$ cat config.mk
export PLATFORM = sky130hd
export DESIGN_NAME = pipe_hazard_tracker
export DESIGN_NICKNAME = d
export VERILOG_FILES = /design/src/rtl/pipe_hazard_tracker.sv
export SDC_FILE = /design/constraint.sdc
export NUM_CORES = 1
export LEC_CHECK = 0
export BUFFER_PORTS_ARGS = -buffer_cell sky130_fd_sc_hd__buf_2
export CELL_PAD_IN_SITES_DETAIL_PLACEMENT = 1
export CELL_PAD_IN_SITES_GLOBAL_PLACEMENT = 2
export CORE_UTILIZATION = 31
export CTS_CLUSTER_DIAMETER = 30
export DETAILED_ROUTE_END_ITERATION = 16
export GPL_TIMING_DRIVEN = 0
export PLACE_DENSITY_LB_ADDON = 0.1
export RECOVER_POWER = 50
export REMOVE_ABC_BUFFERS = 1
export SKIP_CTS_REPAIR_TIMING = 1
export SLEW_MARGIN = 40
export SYNTH_ARGS = -nofsm -noshare
export SYNTH_HDL_FRONTEND = slang
export SYNTH_SLANG_ARGS = --single-unit
$ cat constraint.sdc
create_clock -name clk -period 1.9 [get_ports clk]
set_input_delay 0.095 -clock clk [delete_from_list [all_inputs] [get_ports clk]]
set_output_delay 0.095 -clock clk [all_outputs]
set_load 0.01 [all_outputs]
$ cat src/rtl/pipe_hazard_tracker.sv
// Hazard/forwarding scoreboard for the pipelined core: tracks in-flight GPR writers
// behind Decode, derives stall and per-operand forward selects, and gates HI/LO users on the MD unit.
module pipe_hazard_tracker #(
  parameter int unsigned STAGES   = 3,
  parameter int unsigned TW       = 2,
  parameter int unsigned MULT_CYC = 5,
  parameter int unsigned DIV_CYC  = 10
) (
  input  logic                           clk,
  input  logic                           reset,
  input  logic [4:0]                     d_rs,
  input  logic [4:0]                     d_rt,
  input  logic [TW-1:0]                  d_tuse_rs,
  input  logic [TW-1:0]                  d_tuse_rt,
  input  logic                           d_wr_en,
  input  logic [4:0]                     d_wr_addr,
  input  logic [TW-1:0]                  d_tnew,
  input  logic                           d_md_start,
  input  logic                           d_md_div,
  input  logic                           d_md_use,
  output logic                           stall,
  output logic [$clog2(STAGES+1)-1:0]    fwd_rs,
  output logic [$clog2(STAGES+1)-1:0]    fwd_rt,
  output logic                           md_busy
);

  localparam int unsigned FW = $clog2(STAGES + 1);
  localparam int unsigned CW = $clog2(DIV_CYC + 1);
  localparam logic [TW-1:0] TUSE_NONE = '1;

  logic [STAGES-1:0]          vld_q, vld_d;
  logic [STAGES-1:0][4:0]     addr_q, addr_d;
  logic [STAGES-1:0][TW-1:0]  tnew_q, tnew_d;
  logic [CW-1:0]              cnt_q, cnt_d;
  logic                       stall_rs, stall_rt;

  // Youngest matching writer decides; result is {stall, fwd}.
  function automatic logic [FW:0] lookup(
    input logic [4:0]                r,
    input logic [TW-1:0]             tuse,
    input logic [STAGES-1:0]         vld,
    input logic [STAGES-1:0][4:0]    addr,
    input logic [STAGES-1:0][TW-1:0] tnew
  );
    logic          hit;
    logic          stl;
    logic [FW-1:0] fwd;
    hit = 1'b0;
    stl = 1'b0;
    fwd = '0;
    for (int i = 0; i < int'(STAGES); i++) begin
      if (!hit && r != 5'd0 && tuse != TUSE_NONE && vld[i] && addr[i] == r) begin
        hit = 1'b1;
        stl = tnew[i] > tuse;
        fwd = (tnew[i] == '0) ? FW'(i + 1) : '0;
      end
    end
    return {stl, fwd};
  endfunction

  always_comb begin
    {stall_rs, fwd_rs} = lookup(d_rs, d_tuse_rs, vld_q, addr_q, tnew_q);
    {stall_rt, fwd_rt} = lookup(d_rt, d_tuse_rt, vld_q, addr_q, tnew_q);
    md_busy            = (cnt_q != '0);
    stall              = stall_rs | stall_rt | (d_md_use & md_busy);
  end

  // Older entries always advance with a saturating Tnew decrement; entry 0 takes D or a bubble.
  always_comb begin
    vld_d  = vld_q;
    addr_d = addr_q;
    tnew_d = tnew_q;
    cnt_d  = cnt_q;
    for (int i = 1; i < int'(STAGES); i++) begin
      vld_d[i]  = vld_q[i-1];
      addr_d[i] = addr_q[i-1];
      tnew_d[i] = (tnew_q[i-1] == '0) ? '0 : tnew_q[i-1] - TW'(1);
    end
    if (stall) begin
      vld_d[0]  = 1'b0;
      addr_d[0] = 5'd0;
      tnew_d[0] = '0;
    end else begin
      vld_d[0]  = d_wr_en && (d_wr_addr != 5'd0);
      addr_d[0] = d_wr_addr;
      tnew_d[0] = d_tnew;
    end
    if (d_md_start && !stall) begin
      cnt_d = d_md_div ? CW'(DIV_CYC) : CW'(MULT_CYC);
    end else if (cnt_q != '0) begin
      cnt_d = cnt_q - CW'(1);
    end
  end

  always_ff @(posedge clk or negedge reset) begin
    if (!reset) begin
      vld_q  <= '0;
      addr_q <= '0;
      tnew_q <= '0;
      cnt_q  <= '0;
    end else begin
      vld_q  <= vld_d;
      addr_q <= addr_d;
      tnew_q <= tnew_d;
      cnt_q  <= cnt_d;
    end
  end

endmodule
# Word level (Yosys, flattened, before mapping)
# Index checks and enable logic that the tools add are counted.
# classes
add_sub_neg,3
order_cmp,6
eq_ne,8
mux,27
bitwise,3
reduce_logical,37
# ops
op,count
$eq 5x5->1,6
$logic_and 1x1->1,24
$mux 2,9
$reduce_bool 5->1,3
$mux 1,14
$gt 2x2->1,6
$mux 4,3
$logic_not 2->1,3
$logic_not 1->1,5
$mux 5,1
$ne 2x2->1 const B,2
$reduce_bool 4->1,1
$sub 2x1->2 const B,2
$sub 4x1->4 const B,1
$or 1x1->1,2
$reduce_bool 2->1,1
$and 1x1->1,1
# totals
regBits,28
input_bits,27
elab_cells,92

# Depth between registers and ports, before layout
# depth
ltp_word,22
mapped_depth,10
mapped_depth_nobuf,9

# Least setup slack after synthesis
# OpenSTA, ideal clock, no wires.
# synth_path
path_kind,register to register
from,reg cnt_q[0]
to,reg cnt_q[1]
setup_time_ns,0.128
t_arrival_ns,1.990
required_ns,1.772
slack_ns,-0.218
path_stages_with_launch,11
n_path_buf,1
synth_period_minus_slack_ns,2.118
path_cell_list,dfrtp_1 -> inv_1 -> ha_1 -> or3b_1 -> clkbuf_1 -> nand2_1 -> nand2_1 -> a21oi_1 -> o311ai_1 -> nor2_4 -> mux2_1
# synth_via
elab_chain_cells,6
# synth_lines
element,line_no,source
"start, declared",34,"logic [CW-1:0] cnt_q, cnt_d;"
"start signal, assigned",105,cnt_q <= cnt_d;
$reduce_bool 4->1 (*),64,md_busy = (cnt_q != '0);
via md_busy,24,output logic md_busy
$and 1x1->1,65,stall = stall_rs | stall_rt | (d_md_use & md_busy);
$or 1x1->1,65,
$logic_not 1->1,88,if (d_md_start && !stall) begin
$logic_and 1x1->1,88,
$mux 4 / $reduce_bool 2->1 (equally long branches),-,
# The timed path passes the listed nets; every way through them passes the cells marked *. The select of a mux whose other input is x is not followed.
# A chain may end at the register's enable or synchronous reset.

# Final worst setup path
# layout_path
from,reg addr_q[12] in the netlist's numbering
to,out stall
# layout_via
elab_chain_cells,5
# layout_lines
element,line_no,source
"start, declared",32,"logic [STAGES-1:0][4:0] addr_q, addr_d;"
"start signal, assigned",103,addr_q <= addr_d;
$eq 5x5->1,52,if (!hit && r != 5'd0 && tuse != TUSE_NONE && vld[i] && addr[i] == r) begin
$logic_and 1x1->1,52,
$mux 1,52,
$or 1x1->1 (*) (2 in series),65,
"end, declared",21,"output logic stall,"
# Mark *: on every way between the ends. The rest lies on a longest branch, timed or not.

==> impl_metrics.env <==
export IMPL_worst_path_dominant_cell_family="simple AND/OR/NAND/NOR gates"
export IMPL_worstPathMaxFanout=4
export IMPL_io_buffers=32
export IMPL_grt_usage_pct=16.5
export IMPL_period_needed_ns=2.31
export IMPL_final_setup_viol_count=17
export IMPL_p_leak_nw=1.04
export IMPL_timing_worst_setup_path_type="flop to output port"
export IMPL_hold_path_class="input pin to flop"
export IMPL_fin_cells=279
export IMPL_boundaryPins=33
export IMPL_dpl_worst_slack_ns=-0.367
export IMPL_r2r_cells=7
export IMPL_antenna_found_initial=0
export IMPL_cp_arrival_ns=2.21
export IMPL_drive_gt1_share_pct=29.2
export IMPL_cts_tree="yes"
export IMPL_grt_overflow_total=0
export IMPL_netlist_area_sq_um=1740
export IMPL_multi_input_area_sq_um=1060
export IMPL_layout_common_cells="30 x buf_2, 28 x dfrtp_1, 20 x xor2_1"
export IMPL_core_sq_um=5240
export IMPL_clock_sinks=28
export IMPL_fin_util_pct=41.9
export IMPL_finalCritPeriodShare_pct=121
export IMPL_postSynth_asyncResetShare_pct=100
export IMPL_slew_headroom_pct=51.1
export IMPL_syn_inst=168
export IMPL_crit_chain="xor2_1 > nor4_1 > nand3_1 > a2111o_1 > a21oi_4 > and4bb_4 > inv_2 > buf_6"
export IMPL_crit_buf_inv=2
export IMPL_maxSlewViolCount=0
export IMPL_finalHoldViolCount=0
export IMPL_post_drt_wl_per_cell_um=16.4
export IMPL_r2r_start="addr_q[14]"
export IMPL_finalPower_mw=1.90
export IMPL_fp_dieW_um=76.8
export IMPL_gp_congestion=0.801
export IMPL_die_h_um=76.8
export IMPL_final_common_cell="buf_2"
export IMPL_drt_wl_total_mm=4.58
export IMPL_grt_pass1_vias=1523
export IMPL_r2r_end="cnt_q[1]"
export IMPL_first_pass_iters=4
export IMPL_synth_ff_type="dfrtp_1"
export IMPL_clkTransAtPathRegs_ns=0.10
export IMPL_syn2layout_area_growth_pct=26.2
export IMPL_rsz0062_at_grt="true"
export IMPL_cts_root_buffer="clkbuf_8"
export IMPL_setup_ws_ns=-0.407
export IMPL_grt_pass1_wl_mm=7.53
export IMPL_drtIter0Drc=32
export IMPL_fin_tns_setup_ns=-4.42
export IMPL_ant_nets=0
export IMPL_peakVddDrop_v=0.000456
export IMPL_dpl_hpwl_mm=3.63
export IMPL_avgSynthCellArea_sq_um=10.3
export IMPL_initial_core_util_pct=33.2
export IMPL_post_route_drc_count=0
export IMPL_synth_cell_types=40
export IMPL_ys_warn_count=0
export IMPL_placedCellCount=268
export IMPL_endpoint="stall"
export IMPL_finClkSkew_ns=0.00670
export IMPL_outcome="complete, but fails checks"
export IMPL_max_freq_ghz=0.433
export IMPL_cp_end_kind="output port"
export IMPL_fillers=621
export IMPL_synth_edf_count=0
export IMPL_numCtsBuffers=3
export IMPL_htreeDepth=1
export IMPL_grt_max_degree=29
export IMPL_setup_worst_path_start_class="flop"
export IMPL_synth_seq_cells=28
export IMPL_cts_buffer_depth=2
export IMPL_slowest_stage="dfrtp_1"
export IMPL_cp_startpoint="addr_q[12]"
export IMPL_seq_area_sq_um=701
export IMPL_path_depth=8
export IMPL_antenna_cells=0
export IMPL_dieArea_sq_um=5910
export IMPL_tightest_slew_ns=0.734
export IMPL_rows=26
export IMPL_slowest_delay_ns=0.42
export IMPL_vias=1389
export IMPL_clk_latency_ns=0.28
export IMPL_worstPathRequired_ns=1.80
export IMPL_power_density_nw_per_um2=866
export IMPL_ys_seq_area_share_pct=40.3
export IMPL_rrSetupSlack_ns=-0.34
export IMPL_vias_per_cell=4.98
export IMPL_nNetsFinal=251
export IMPL_cap_violations=0
export IMPL_violations="setup timing"
[layout make-up]
class / count / share of cell area, %
Multi-Input combinational cell: 125 / 48.3
Inverter: 13 / 2.23
Timing Repair Buffer: 39 / 10.3
Clock inverter: 1 / 1.37
Clock buffer: 3 / 1.88
Sequential cell: 28 / 32.0
Tap cell: 70 / 4.00
[how the worst min path moves through the flow]
| stage | from | to | cells after the start |
|---|---|---|---|
| floorplan | reset | addr_d[10] | 0 |
| global placement | reset | cnt_q[1] | 1 |
| detailed placement | reset | cnt_q[1] | 1 |
| CTS | reset | cnt_q[1] | 1 |
| global route | d_tnew[0] | tnew_q[0] | 2 |
| finish | d_tnew[1] | tnew_q[1] | 2 |
[stage by stage]
stage	instance area (sq um)	hold slack [ns]
final	2190	0.0113
after global routing	2190	0.0147
after CTS	2050	-0.147
after detailed placement	1980	0.169
after global placement	1980	0.142
after floorplan	1730	-0.201
[logic make-up (layout without fill, tap and decap cells)]
logic type                 after synthesis  count (layout)  synth area share [%]
xor gates and xnor gates                32              32                  16.1
adders and majority gates               14              14                  10.1
DFF                                     28              28                  40.3
muxes                                    6               6                  3.60
AOI/OAI and AO/OA                       24              24                  9.87
and+or+nand+nor                         49              49                  16.7
buffers and inverters                   15              56                  3.24
[Yosys cell counts, types with 2 or more instances]
cell type / number / area share, %
ha_1: 14 / 10
nand4_1: 2 / 0.72
nor2b_1: 3 / 1.1
clkbuf_1: 2 / 0.43
dfrtp_1: 28 / 40
inv_1: 12 / 2.6
mux2i_1: 4 / 2.3
mux2_1: 2 / 1.3
nand2_1: 6 / 1.3
xnor2_1: 11 / 5.5
and3_1: 2 / 0.72
and2_1: 9 / 3.2
a21oi_1: 10 / 2.9
nor3_1: 6 / 1.7
a211oi_1: 2 / 0.86
xor2_1: 21 / 11
or3_1: 2 / 0.72
nor4_1: 5 / 1.8
nor2_1: 6 / 1.3
[power by group]
part | switching (mW) | internal [mW] | leakage, nW | total, mW
clock network | 0.202 | 0.282 | 0.0357 | 0.485
registers | 0.104 | 0.703 | 0.358 | 0.806
logic | 0.298 | 0.309 | 0.647 | 0.608
total | 0.604 | 1.29 | 1.04 | 1.90
[registers in the layout, indices dropped and copies added (netlist names)]
signal and flops:
addr_q 5, tnew_q 6, cnt_q 4, addr_d 10
vld_q 3
[worst register-to-register path, stage by stage, from the launching register on]
cell and delay, ns:
dfrtp_1 0.41, xor2_1 0.17, nor4_2 0.29, nand4b_1 0.29, buf_4 0.24, o311ai_2 0.34
nor2_4 0.10, mux2_4 0.30
[per-layer routing]
metal	track usage, %	routed length, um
met5	0	0
met4	4.04	72
met3	2.02	117
met2	30.3	2340
met1	20.3	2050
Power figures use the tool's default switching activity.
